**src/rtl/act_tensor_writer.sv**
```systemverilog
// Writes the int8 output pixel stream into the channel-last activation tensor RAM:
// address stage, 32-bit word coalescer with byte enables, small word FIFO towards the RAM port.
module act_tensor_writer #(
   parameter int MAX_N           = 64,
   parameter int N_BITS          = $clog2(MAX_N),
   parameter int MAX_NUM_CH      = 64,
   parameter int CH_BITS         = $clog2(MAX_NUM_CH + 1),
   parameter int BYPASS_IDX_BITS = 6,
   parameter int ADDR_W          = 16,
   parameter int FIFO_DEPTH      = 4
) (
   input  logic                       clk,
   input  logic                       reset,
   input  logic                       start,
   input  logic [ADDR_W-1:0]          cfg_base_addr,
   input  logic [N_BITS:0]            cfg_img_w,
   input  logic [CH_BITS-1:0]         cfg_num_ch,
   input  logic [CH_BITS-1:0]         cfg_ch_idx,
   input  logic                       cfg_bypass,
   input  logic                       flush,
   input  logic                       in_valid,
   input  logic [7:0]                 in_val,
   input  logic [N_BITS-1:0]          in_row,
   input  logic [N_BITS-1:0]          in_col,
   input  logic [BYPASS_IDX_BITS-1:0] in_index,
   output logic                       mem_we,
   input  logic                       mem_ready,
   output logic [ADDR_W-3:0]          mem_addr,
   output logic [31:0]                mem_wdata,
   output logic [3:0]                 mem_be,
   output logic                       busy,
   output logic                       done,
   output logic                       overflow
);

   localparam int WORD_W = ADDR_W - 2;
   localparam int PTR_W  = $clog2(FIFO_DEPTH);

   typedef enum logic [1:0] {S_IDLE, S_ACTIVE, S_DRAIN, S_DONE} state_t;
   state_t state, state_nxt;

   logic [ADDR_W-1:0]  base_r;
   logic [N_BITS:0]    img_w_r;
   logic [CH_BITS-1:0] num_ch_r, ch_idx_r;
   logic               bypass_r;

   // Arithmetic mod 2^ADDR_W throughout, which equals the wide result truncated.
   function automatic logic [ADDR_W-1:0] pixel_addr(
      input logic [ADDR_W-1:0] base, input logic [N_BITS:0] img_w,
      input logic [CH_BITS-1:0] num_ch, input logic [CH_BITS-1:0] ch_idx,
      input logic bypass, input logic [N_BITS-1:0] row, input logic [N_BITS-1:0] col,
      input logic [BYPASS_IDX_BITS-1:0] idx);
      logic [ADDR_W-1:0] lin;
      if (bypass)
         return base + ADDR_W'(idx);
      lin = ADDR_W'(row) * ADDR_W'(img_w) + ADDR_W'(col);
      return base + lin * ADDR_W'(num_ch) + ADDR_W'(ch_idx);
   endfunction

   logic              start_acc, capture;
   logic [ADDR_W-1:0] byte_addr;

   assign start_acc = start && (state == S_IDLE);
   assign capture   = in_valid && (state == S_ACTIVE);
   assign byte_addr = pixel_addr(base_r, img_w_r, num_ch_r, ch_idx_r, bypass_r,
                                 in_row, in_col, in_index);

   always_ff @(posedge clk) begin
      if (start_acc) begin
         base_r   <= cfg_base_addr;
         img_w_r  <= cfg_img_w;
         num_ch_r <= cfg_num_ch;
         ch_idx_r <= cfg_ch_idx;
         bypass_r <= cfg_bypass;
      end
   end

   // ---- stage p0: byte address ----
   logic                    vld_p0;
   logic [WORD_W-1:0]       word_p0;
   logic [1:0]              lane_p0;
   logic signed [7:0]       val_p0;

   always_ff @(posedge clk) begin
      if (reset) vld_p0 <= 1'b0;
      else       vld_p0 <= capture;
   end

   always_ff @(posedge clk) begin
      if (capture) begin
         word_p0 <= byte_addr[ADDR_W-1:2];
         lane_p0 <= byte_addr[1:0];
         val_p0  <= $signed(in_val);
      end
   end

   // ---- stage p1: word coalescer ----
   logic              vld_p1, vld_p1_nxt;
   logic [WORD_W-1:0] word_p1, word_p1_nxt;
   logic [3:0]        mask_p1, mask_p1_nxt, m_mask;
   logic [31:0]       data_p1, data_p1_nxt, m_data;
   logic              same, draining, push, pop, can_push, ovf_set;
   logic [WORD_W-1:0] push_word;
   logic [3:0]        push_mask;
   logic [31:0]       push_data;
   logic              fifo_empty, fifo_full;

   assign pop      = mem_we && mem_ready;
   assign can_push = !fifo_full || pop;
   assign draining = (state == S_DRAIN);

   always_comb begin
      vld_p1_nxt  = vld_p1;
      word_p1_nxt = word_p1;
      mask_p1_nxt = mask_p1;
      data_p1_nxt = data_p1;
      push        = 1'b0;
      push_word   = word_p1;
      push_mask   = mask_p1;
      push_data   = data_p1;
      ovf_set     = 1'b0;
      same        = vld_p1 && (word_p1 == word_p0);
      m_mask      = (same ? mask_p1 : 4'h0) | (4'b0001 << lane_p0);
      m_data      = same ? data_p1 : 32'h0;
      m_data[8*lane_p0 +: 8] = val_p0;
      if (vld_p0) begin
         if (vld_p1 && !same) begin
            // A different word evicts the held one; with no room it is lost.
            push        = can_push;
            ovf_set     = !can_push;
            word_p1_nxt = word_p0;
            mask_p1_nxt = m_mask;
            data_p1_nxt = m_data;
         end else begin
            vld_p1_nxt  = 1'b1;
            word_p1_nxt = word_p0;
            mask_p1_nxt = m_mask;
            data_p1_nxt = m_data;
            if (m_mask == 4'hF || draining) begin
               push_word = word_p0;
               push_mask = m_mask;
               push_data = m_data;
               if (can_push) begin
                  push       = 1'b1;
                  vld_p1_nxt = 1'b0;
               end else if (!draining) begin
                  ovf_set    = 1'b1;
                  vld_p1_nxt = 1'b0;
               end
            end
         end
      end else if (vld_p1 && draining && can_push) begin
         push       = 1'b1;
         vld_p1_nxt = 1'b0;
      end
   end

   always_ff @(posedge clk) begin
      if (reset) vld_p1 <= 1'b0;
      else       vld_p1 <= vld_p1_nxt;
   end

   always_ff @(posedge clk) begin
      word_p1 <= word_p1_nxt;
      mask_p1 <= mask_p1_nxt;
      data_p1 <= data_p1_nxt;
   end

   // ---- word FIFO towards the RAM ----
   logic [WORD_W-1:0] fifo_word [FIFO_DEPTH];
   logic [31:0]       fifo_data [FIFO_DEPTH];
   logic [3:0]        fifo_be   [FIFO_DEPTH];
   logic [PTR_W:0]    wr_ptr, rd_ptr;

   assign fifo_empty = (wr_ptr == rd_ptr);
   assign fifo_full  = ((wr_ptr ^ rd_ptr) == {1'b1, {PTR_W{1'b0}}});

   always_ff @(posedge clk) begin
      if (reset) begin
         wr_ptr <= '0;
         rd_ptr <= '0;
      end else begin
         if (push) wr_ptr <= wr_ptr + (PTR_W+1)'(1);
         if (pop)  rd_ptr <= rd_ptr + (PTR_W+1)'(1);
      end
   end

   always_ff @(posedge clk) begin
      if (push) begin
         fifo_word[wr_ptr[PTR_W-1:0]] <= push_word;
         fifo_data[wr_ptr[PTR_W-1:0]] <= push_data;
         fifo_be[wr_ptr[PTR_W-1:0]]   <= push_mask;
      end
   end

   assign mem_we    = !fifo_empty;
   assign mem_addr  = mem_we ? fifo_word[rd_ptr[PTR_W-1:0]] : '0;
   assign mem_wdata = mem_we ? fifo_data[rd_ptr[PTR_W-1:0]] : '0;
   assign mem_be    = mem_we ? fifo_be[rd_ptr[PTR_W-1:0]]   : '0;

   // ---- control ----
   always_comb begin
      state_nxt = state;
      case (state)
         S_IDLE:   if (start) state_nxt = S_ACTIVE;
         S_ACTIVE: if (flush) state_nxt = S_DRAIN;
         S_DRAIN:  if (!vld_p0 && !vld_p1 && fifo_empty) state_nxt = S_DONE;
         default:  state_nxt = S_IDLE;
      endcase
   end

   always_ff @(posedge clk) begin
      if (reset) state <= S_IDLE;
      else       state <= state_nxt;
   end

   always_ff @(posedge clk) begin
      if (reset)          overflow <= 1'b0;
      else if (start_acc) overflow <= 1'b0;
      else if (ovf_set)   overflow <= 1'b1;
   end

   assign busy = (state != S_IDLE);
   assign done = (state == S_DONE);

endmodule

```
**config.mk**
```make
export PLATFORM = sky130hd
export DESIGN_NAME = act_tensor_writer
export DESIGN_NICKNAME = d
export VERILOG_FILES = /design/src/rtl/act_tensor_writer.sv
export SDC_FILE = /design/constraint.sdc
export NUM_CORES = 1
export LEC_CHECK = 0
export ABC_AREA = 1
export CORE_AREA = 2 2 190 192
export CTS_CLUSTER_DIAMETER = 40
export DETAILED_ROUTE_END_ITERATION = 12
export DIE_AREA = 0 0 192 194
export HOLD_SLACK_MARGIN = 0.06
export PLACE_DENSITY = 0.71
export SLEW_MARGIN = 20
export SYNTH_ARGS = -nofsm -noshare
export SYNTH_HDL_FRONTEND = slang
export SYNTH_SLANG_ARGS = --single-unit
```
**constraint.sdc**
```tcl
create_clock -name clk -period 10.5 [get_ports clk]
set_clock_uncertainty 0.15 [all_clocks]
set_input_delay 1.575 -clock clk [delete_from_list [all_inputs] [get_ports clk]]
set_output_delay 1.575 -clock clk [all_outputs]
set_load 0.005 [all_outputs]
```
# Word level (Yosys, flattened, before mapping)
# Memories as Yosys holds them, arrays and structs flattened. A register that Yosys moved wholly into a read port is not among the register bits.
# Index checks and enable logic that the tools add are counted.
# word_totals
ff_bits	123
mem_bits_rw	200
in_bits	70
output_inout_bits	54
n_memories	3
# memory_table
name	depth	word_bits	read_ports	rd_ports_with_merged_regs	write_ports	line_no	rtl
fifo_data	4	32	1	1	1	171	logic [31:0] fifo_data [FIFO_DEPTH];
fifo_word	4	14	1	1	1	170	logic [WORD_W-1:0] fifo_word [FIFO_DEPTH];
fifo_be	4	4	1	1	1	172	logic [3:0] fifo_be [FIFO_DEPTH];
# classes
addsub	7
mul	2
n_eq_ne	11
n_shift	3
mux	46
bitwise	2
n_reduce_logical	23
# op_table
operator	n
2-to-1 mux 32 bit	5
2-to-1 mux 14 bit	4
negator 5 -> 34 bit	1
variable shift 8 x 34 -> 32 bit, first input constant	1
variable part select 8 x 34 -> 32 bit	1
bitwise mux 32 bit	1
2-to-1 mux 16 bit	2
2-to-1 mux 4 bit	5
2-to-1 mux 1 bit	19
2-to-1 mux 2 bit	9
adder 16 bit	1
adder 16 x 6 -> 16 bit	1
adder 16 x 7 -> 16 bit	1
multiplier 14 x 7 -> 16 bit	1
adder 13 x 6 -> 14 bit	1
equality test 14 bit	1
multiplier 6 x 7 -> 13 bit	1
logical AND 1 bit	9
adder 3 x 1 -> 3 bit, second input constant	2
zero test 1 bit	6
inequality test 2 bit, second input constant	3
case mux 2 bit (3 select lines)	1
equality test 2 bit, second input constant	2
equality test 4 bit, second input constant	1
other kinds (13)	15

# Depth between registers and ports, before layout
# Gate-level depths: netlist of the first run.
# logic_depth
word_depth	11
ltp_mapped	40
ltp_nobuf	40

# Worst setup path after synthesis of the first run
# Ideal clock, no wire load.
# synth_path
kind	in2reg
startpoint	input port in_row[2]
endpoint	register word_p0[12] (data pin)
arrival_ns	8.221
slack_ns	1.871
cell_stages	35
path_buffers	0
cell_sequence	nand2_1 > inv_1 > fa_1 > inv_1 > fa_1 > inv_1 > fa_1 > inv_1 > fa_1 > inv_1 > ha_1 > nand2_1 > nand2_1 > nand2_1 > nand2_1 > a21oi_1 > xnor2_1 > nand2_1 > fa_1 > inv_1 > fa_1 > fa_1 > inv_1 > fa_1 > inv_1 > ha_1 > nand2_1 > nor3_1 > nand3_1 > o2111ai_1 > nand2_1 > nand2_1 > a21oi_1 > o21ai_0 > nand2_1
# synth_via
elab_chain_cells	6
# synth_rtl
item	line_no	rtl
from (decl)	23	input logic [N_BITS-1:0] in_row,
multiplier 6 x 7 -> 13 bit	56	lin = ADDR_W'(row) * ADDR_W'(img_w) + ADDR_W'(col);
adder 13 x 6 -> 14 bit	56	
multiplier 14 x 7 -> 16 bit	57	return base + lin * ADDR_W'(num_ch) + ADDR_W'(ch_idx);
adder 16 bit	57	
adder 16 x 7 -> 16 bit	57	
2-to-1 mux 16 bit	56	
named net byte_addr[14]	61	logic [ADDR_W-1:0] byte_addr;
to (signal assigned)	91	word_p0 <= byte_addr[ADDR_W-1:2];
to (decl)	80	logic [WORD_W-1:0] word_p0;
# The timed path passes the listed nets, and every way through them passes these cells.
# A chain may end at the register's enable or synchronous reset.

# Worst setup path in the final report of the first run
# layout_path
startpoint	input port in_row[4]
endpoint	register word_p0[11] (data pin)
# Same word-level chain as after synthesis.

==> results of run 1 <==
state kept, by name (all words and copies together), names as in the netlist, 7 cells and up, named ones only:
signal	cells
fifo_data	128
fifo_word	56
data_p1	32
base_r	16
fifo_be	16
word_p0	14
word_p1	14
val_p0	8
ch_idx_r	7
img_w_r	7
num_ch_r	7
path summary, 6_finish.rpt:
check,startpoint,endpoint,depth (start not counted)
worst max register to register,img_w_r[3],word_p0[11],33
worst min register to register,overflow,overflow,2
worst min-delay path,overflow,overflow,2
worst max-delay path,in_row[4],word_p0[11],32
worst max-delay path, delay by kind of cell:
kind,cells,cell delay [ps]
simple gates,8,910
xor+xnor,1,260
buf+inv,10,1290
fa+ha+maj,10,4670
compound gates,3,660
Yosys cell counts:
library cell	number	share of area, %
sky130_fd_sc_hd__ha_1	88	5.7
sky130_fd_sc_hd__and2_1	1	0.033
sky130_fd_sc_hd__xnor2_1	8	0.37
sky130_fd_sc_hd__inv_2	2	0.039
sky130_fd_sc_hd__o21ai_0	88	2.3
sky130_fd_sc_hd__nor2_2	3	0.098
sky130_fd_sc_hd__a21boi_0	4	0.16
sky130_fd_sc_hd__o21bai_1	4	0.16
sky130_fd_sc_hd__or2_2	1	0.033
sky130_fd_sc_hd__nand3b_1	2	0.078
sky130_fd_sc_hd__o31ai_1	1	0.039
sky130_fd_sc_hd__o22ai_1	5	0.16
sky130_fd_sc_hd__nor3_1	8	0.21
sky130_fd_sc_hd__nand2_4	1	0.059
sky130_fd_sc_hd__buf_4	2	0.078
sky130_fd_sc_hd__buf_2	10	0.26
sky130_fd_sc_hd__edfxtp_1	312	49
sky130_fd_sc_hd__a21oi_1	41	1.1
sky130_fd_sc_hd__dfxtp_1	13	1.4
sky130_fd_sc_hd__o211ai_1	1	0.039
sky130_fd_sc_hd__nand4_1	35	1.1
sky130_fd_sc_hd__nand2_2	2	0.065
sky130_fd_sc_hd__inv_1	361	7.1
sky130_fd_sc_hd__fa_1	98	10
sky130_fd_sc_hd__nand3_1	93	2.4
sky130_fd_sc_hd__xor2_1	11	0.50
sky130_fd_sc_hd__buf_6	4	0.24
sky130_fd_sc_hd__nor2_1	246	4.8
sky130_fd_sc_hd__o2111ai_1	1	0.046
sky130_fd_sc_hd__buf_1	6	0.12
sky130_fd_sc_hd__o32ai_1	67	3.1
sky130_fd_sc_hd__clkbuf_1	49	0.96
sky130_fd_sc_hd__nand2_1	398	7.8
sky130_fd_sc_hd__a31oi_1	3	0.098
sky130_fd_sc_hd__clkinv_1	1	0.020
sky130_fd_sc_hd__o21ai_1	9	0.24
stage by stage:
| step | cell area (um2) | setup slack (ps) |
|---|---|---|
| after floorplan | 19160 | 1871 |
| after global placement | 20820 | 799.4 |
| after detailed placement | 20820 | 701.2 |
| final | 22270 | 1280 |
| after global routing | 22270 | 680.7 |
| after CTS | 22270 | 1272 |
cell families after synthesis:
kind of cell / after synthesis
AOI/OAI and AO/OA: 224
xor gates and xnor gates: 19
adders and majority gates: 186
buffers and inverters: 435
DFF: 325
and+or+nand+nor: 790
layer usage:
layer	wire length (um)	part of all wire (%)	vias to the layer above	GRT usage, %
met5	0	0	-	0
met1	17940	43	6574	30.29
met4	1003	2.4	0	6.644
met3	2370	5.7	79	3.439
met2	20530	49	409	39.80
li1	-	-	6728	-
final cells by class:
type / count / area share (%)
flip-flops and latches: 325 / 43.25
multi-input cells: 1219 / 35.48
repair buffers: 138 / 6.034
clock inverters: 31 / 1.596
well taps: 461 / 2.590
inverters: 364 / 6.135
clock buffers: 47 / 4.899
diodes: 1 / 0.01124
==> results.sh, run 1 <==
export IMPL_outcome="complete, no violations"
export IMPL_numPlacedInstances=2507
export IMPL_number_of_buffers_added_to_fix_hold_violations_after_cts=0
export IMPL_synth_cell_types=36
export IMPL_cp_max_fo=7
export IMPL_worst_ep_required_time_ps=10660
export IMPL_detail_route_vias_per_cell=5.333
export IMPL_firstDrtPassIters=8
export IMPL_synth_cells=1979
export IMPL_wire_length_of_the_first_global_routing_pass_um=68370
export IMPL_path_common_cell="sky130_fd_sc_hd__inv_1"
export IMPL_cts_num_sinks=325
export IMPL_setup_tns_ps=0
export IMPL_timing_critical_path_arrival_ps=9380
export IMPL_worst_slew_pin_slew_ps=1043
export IMPL_cts_root_buffer="sky130_fd_sc_hd__clkbuf_16"
export IMPL_row_count=69
export IMPL_dieWidth_um=192
export IMPL_multiInputGateArea_um2=7903
export IMPL_critical_path_slowest_cell="sky130_fd_sc_hd__clkdlybuf4s50_1"
export IMPL_time_the_worst_path_needs_with_i_o_delays_and_setup_ps=9220
export IMPL_finalMaxSlewViolations=0
export IMPL_seq_area_um2=9633
export IMPL_cts_max_level=2
export IMPL_critical_path_class="in -> reg"
export IMPL_mappedNetlistArea_um2=19160
export IMPL_mux_share_of_post_synthesis_cell_area_pct=0
export IMPL_setup_reg_to_reg_worst_slack_ps=2410
export IMPL_detailedRoute_firstIterationViolations=1068
export IMPL_postLayoutCoreUtil_pct=63.23
export IMPL_clock_latency_ps=550
export IMPL_final_cell_mix="sky130_fd_sc_hd__nand2_1 (398), sky130_fd_sc_hd__inv_1 (361), sky130_fd_sc_hd__edfxtp_1 (312)"
export IMPL_cts_root_to_sink_buffers=3
export IMPL_synth_adder_area_share_pct=15.98
export IMPL_worst_setup_hold_path_clk_slew_ps=60
export IMPL_grt_pass1_vias=13740
export IMPL_crit_path_start_kind="input pin"
export IMPL_layout_commonest_cell="sky130_fd_sc_hd__nand2_1"
export IMPL_port_buffers=123
export IMPL_grt_ovfl_total=0
export IMPL_num_vias=13790
export IMPL_drt_wl_total_um=41850
export IMPL_cts_setup_buffers=0
export IMPL_synth_xor_xnor_area_share_pct=0.8683
export IMPL_capturing_element_type_of_the_critical_path="register"
export IMPL_die_h_um=194
export IMPL_dominant_combinational_cell_family_by_area_after_synthesis="simple AND/OR/NAND/NOR gates"
export IMPL_worst_path_largest_cell_delay_ps=600
export IMPL_hold_slack_ps=296.9
export IMPL_hp_class="reg -> reg"
export IMPL_final_instance_count_without_filler_cells=2586
export IMPL_nets=2347
export IMPL_fmaxAchievable_ghz=0.1085
export IMPL_core_area_um2=35220
export IMPL_synth_seq_area_share_pct=50.24
export IMPL_gp_congestion=0.8926
export IMPL_slew_headroom_pct=30.47
export IMPL_ioPinCount=124
export IMPL_numCtsBuffers=43
export IMPL_postCtsResizedCells=0
export IMPL_synthSimpleGateAreaFrac_pct=16.76
export IMPL_starting_density_pct=54.41
export IMPL_period_utilization_post_route_pct=87.81
export IMPL_setup_viol=0
export IMPL_wire_per_inst_um=16.18
export IMPL_cap_viol_max_count=0
export IMPL_fill_cells=2870
export IMPL_ys_seq_elements=325
export IMPL_timing_hold_violations_final=0
export IMPL_place_hpwl_um=29210
export IMPL_grt_setup_unrepaired="false"
export IMPL_grt_max_degree=102
export IMPL_syn_mean_instance_area_um2=9.684
export IMPL_clock_tree_from_tritoncts="done"
export IMPL_floorplan_die_area_um2=37250
export IMPL_drt_drc_violations_left=0
export IMPL_groute_usage_overall_pct=23.07
export IMPL_synthesis_nets=2235
export IMPL_synth_compound_area_share_pct=7.364
export IMPL_drtAntennaViolNets=0
export IMPL_syn2layout_area_growth_pct=16.21
export IMPL_grt_antenna_before_repair=1
export IMPL_synth_warnings=0
export IMPL_fraction_of_layout_instances_using_a_drive_strength_above_1_pct=4.896
Power of run 1 is not shown: default switching activity piles up to over one toggle a cycle in this logic, so the estimate is an artifact.
==> inputs of run 2 (changes only) <==
--- a/config.mk
+++ b/config.mk
@@ -6,12 +6,14 @@
 export NUM_CORES = 1
 export LEC_CHECK = 0
 export ABC_AREA = 1
+export CAP_MARGIN = 5
 export CORE_AREA = 2 2 190 192
 export CTS_CLUSTER_DIAMETER = 40
 export DETAILED_ROUTE_END_ITERATION = 12
 export DIE_AREA = 0 0 192 194
 export HOLD_SLACK_MARGIN = 0.06
-export PLACE_DENSITY = 0.71
+export PLACE_DENSITY = 0.74
+export RECOVER_POWER = 25
 export SLEW_MARGIN = 20
 export SYNTH_ARGS = -nofsm -noshare
 export SYNTH_HDL_FRONTEND = slang
==> constraint.sdc (replaced) <==
create_clock -name clk -period 7.55 [get_ports clk]
set_clock_uncertainty 0.15 [all_clocks]
set_input_delay 1.1325 -clock clk [delete_from_list [all_inputs] [get_ports clk]]
set_output_delay 1.1325 -clock clk [all_outputs]
set_load 0.005 [all_outputs]
==> run 2 against run 1 <==
The run now ends with max-capacitance violations, max-slew violations, negative setup slack left. Global-route usage increased by 1.8 points. Via count increased by 5.3%. Die area unchanged. Final area increased by 5.5%. Flip-flop and latch count unchanged. Critical path type unchanged. Highest routed layer unchanged.
==> results.sh, run 2 (same netlist as run 1, synthesis figures left out) <==
export IMPL_worst_path_largest_cell_delay_ps=560
export IMPL_time_the_worst_path_needs_with_i_o_delays_and_setup_ps=7772
export IMPL_firstDrtPassIters=5
export IMPL_postLayoutCoreUtil_pct=66.68
export IMPL_largest_register_ff_count=128
export IMPL_port_buffers=123
export IMPL_timing_hold_violations_final=0
export IMPL_wire_per_inst_um=16.91
export IMPL_drt_wl_total_um=45160
export IMPL_timing_rr_start="img_w_r[3]"
export IMPL_die_h_um=194
export IMPL_outcome="finished, violations left"
export IMPL_drtAntennaViolNets=0
export IMPL_number_of_buffers_added_to_fix_hold_violations_after_cts=0
export IMPL_capturing_element_type_of_the_critical_path="register"
export IMPL_grt_pass1_vias=14700
export IMPL_grt_max_degree=68
export IMPL_cts_root_buffer="sky130_fd_sc_hd__clkbuf_16"
export IMPL_fmaxAchievable_ghz=0.1287
export IMPL_worst_slew_pin_slew_ps=3054
export IMPL_groute_usage_overall_pct=24.86
export IMPL_post_place_ws_ps=-1280
export IMPL_setup_tns_ps=-1092
export IMPL_num_vias=14517
export IMPL_dieWidth_um=192
export IMPL_numCtsBuffers=41
export IMPL_critical_path_class="in -> reg"
export IMPL_final_cell_mix="sky130_fd_sc_hd__nand2_1 (362), sky130_fd_sc_hd__inv_1 (332), sky130_fd_sc_hd__edfxtp_1 (312)"
export IMPL_core_area_um2=35220
export IMPL_grt_antenna_before_repair=1
export IMPL_finalMaxSlewViolations=146
export IMPL_timing_critical_path_arrival_ps=7910
export IMPL_violations_in_the_final_reports="max-capacitance violations, max-slew violations, negative setup slack"
export IMPL_worst_setup_path_startpoint="in_row[0]"
export IMPL_grt_setup_unrepaired="true"
export IMPL_fill_cells=2703
export IMPL_layout_commonest_cell="sky130_fd_sc_hd__nand2_1"
export IMPL_worstReg2RegEnd="word_p0[11]"
export IMPL_fraction_of_layout_instances_using_a_drive_strength_above_1_pct=14.49
export IMPL_detail_route_vias_per_cell=5.435
export IMPL_gp_congestion=0.9118
export IMPL_nets=2432
export IMPL_worstRegToRegCells=35
export IMPL_cts_max_level=2
export IMPL_timing_final_ws_setup_ps=-221.9
export IMPL_clock_tree_from_tritoncts="done"
export IMPL_critical_path_slowest_cell="sky130_fd_sc_hd__fa_2"
export IMPL_cts_root_to_sink_buffers=3
export IMPL_row_count=69
export IMPL_clock_latency_ps=560
export IMPL_cap_viol_max_count=3
export IMPL_worst_setup_hold_path_clk_slew_ps=50
export IMPL_place_hpwl_um=31020
export IMPL_setup_viol=7
export IMPL_detailedRoute_firstIterationViolations=1013
export IMPL_period_utilization_post_route_pct=102.9
export IMPL_hp_class="reg -> reg"
export IMPL_drt_drc_violations_left=0
export IMPL_setup_reg_to_reg_worst_slack_ps=-50
export IMPL_syn2layout_area_growth_pct=22.56
export IMPL_path_common_cell="sky130_fd_sc_hd__fa_1"
export IMPL_slew_headroom_pct=-103.6
export IMPL_cell_depth_of_the_worst_hold_path=2
export IMPL_starting_density_pct=54.41
export IMPL_floorplan_die_area_um2=37250
export IMPL_worst_ep_required_time_ps=7690
export IMPL_wire_length_of_the_first_global_routing_pass_um=73410
export IMPL_ioPinCount=124
export IMPL_timing_critical_path_to="word_p0[11]"
export IMPL_hold_slack_ps=293.1
export IMPL_cts_num_sinks=325
export IMPL_cp_max_fo=5
export IMPL_crit_path_start_kind="input pin"
export IMPL_grt_ovfl_total=0
run 2: cell count changes in the layout (fill, tap and decap cells not counted), moves of 26 or more:
cell | before | now
sky130_fd_sc_hd__inv_2 | 2 | 28
sky130_fd_sc_hd__nand2_1 | 398 | 362
sky130_fd_sc_hd__clkdlybuf4s50_1 | 123 | 68
sky130_fd_sc_hd__buf_4 | 15 | 95
sky130_fd_sc_hd__inv_1 | 361 | 332
sky130_fd_sc_hd__nand2_2 | 2 | 28
sky130_fd_sc_hd__dlygate4sd3_1 | 0 | 49
run 2: final cells by class:
class	count	area [um2]	area share, %
Tap cell	461	576.8	2.456
Antenna cell	1	2.502	0.01065
Sequential cell	325	9633	41.01
Timing Repair Buffer	225	1994	8.491
Multi-Input combinational cell	1219	8516	36.26
Clock buffer	47	1070	4.555
Inverter	364	1374	5.849
Clock inverter	29	321.6	1.369
run 2: critical path, delay by kind of cell:
family / cells / cell delay (ps)
and+or+nand+nor: 11 / 990
adders and majority gates: 10 / 4560
buffers and inverters: 11 / 740
AOI/OAI and AO/OA: 3 / 340
xor gates and xnor gates: 1 / 140
run 2: layer usage:
layer	share of wire (%)	up-vias	GRT usage (%)	wire length, um
li1	-	6896	-	-
met1	41	7003	32.76	18470
met2	50	509	42.41	22510
met3	6.1	109	3.294	2741
met4	3.2	0	8.567	1436
met5	0	-	0	0
run 2: timing repair:
action / 4_1_cts / 5_1_grt
resized for setup: 86 / 53
pin swaps: 54 / 50
setup buffers: 4 / 7
setup endpoints to repair: 10 / 10
run 2: per-stage QoR:
stage	area [um2]	instances
3_5_place_dp	21670	2587
2_1_floorplan	19400	1979
4_1_cts	23310	2666
6_report	23490	2671
5_1_grt	23490	2671
3_3_place_gp	21670	2587
run 2: worst min path at each step:
stage,start,end,slack [ps]
5_1_grt,overflow,overflow,320
4_1_cts,overflow,overflow,300
3_5_place_dp,overflow,overflow,290
2_1_floorplan,overflow,overflow,290
3_3_place_gp,overflow,overflow,290
6_report,overflow,overflow,290
Power of run 2 is left out for the same reason.
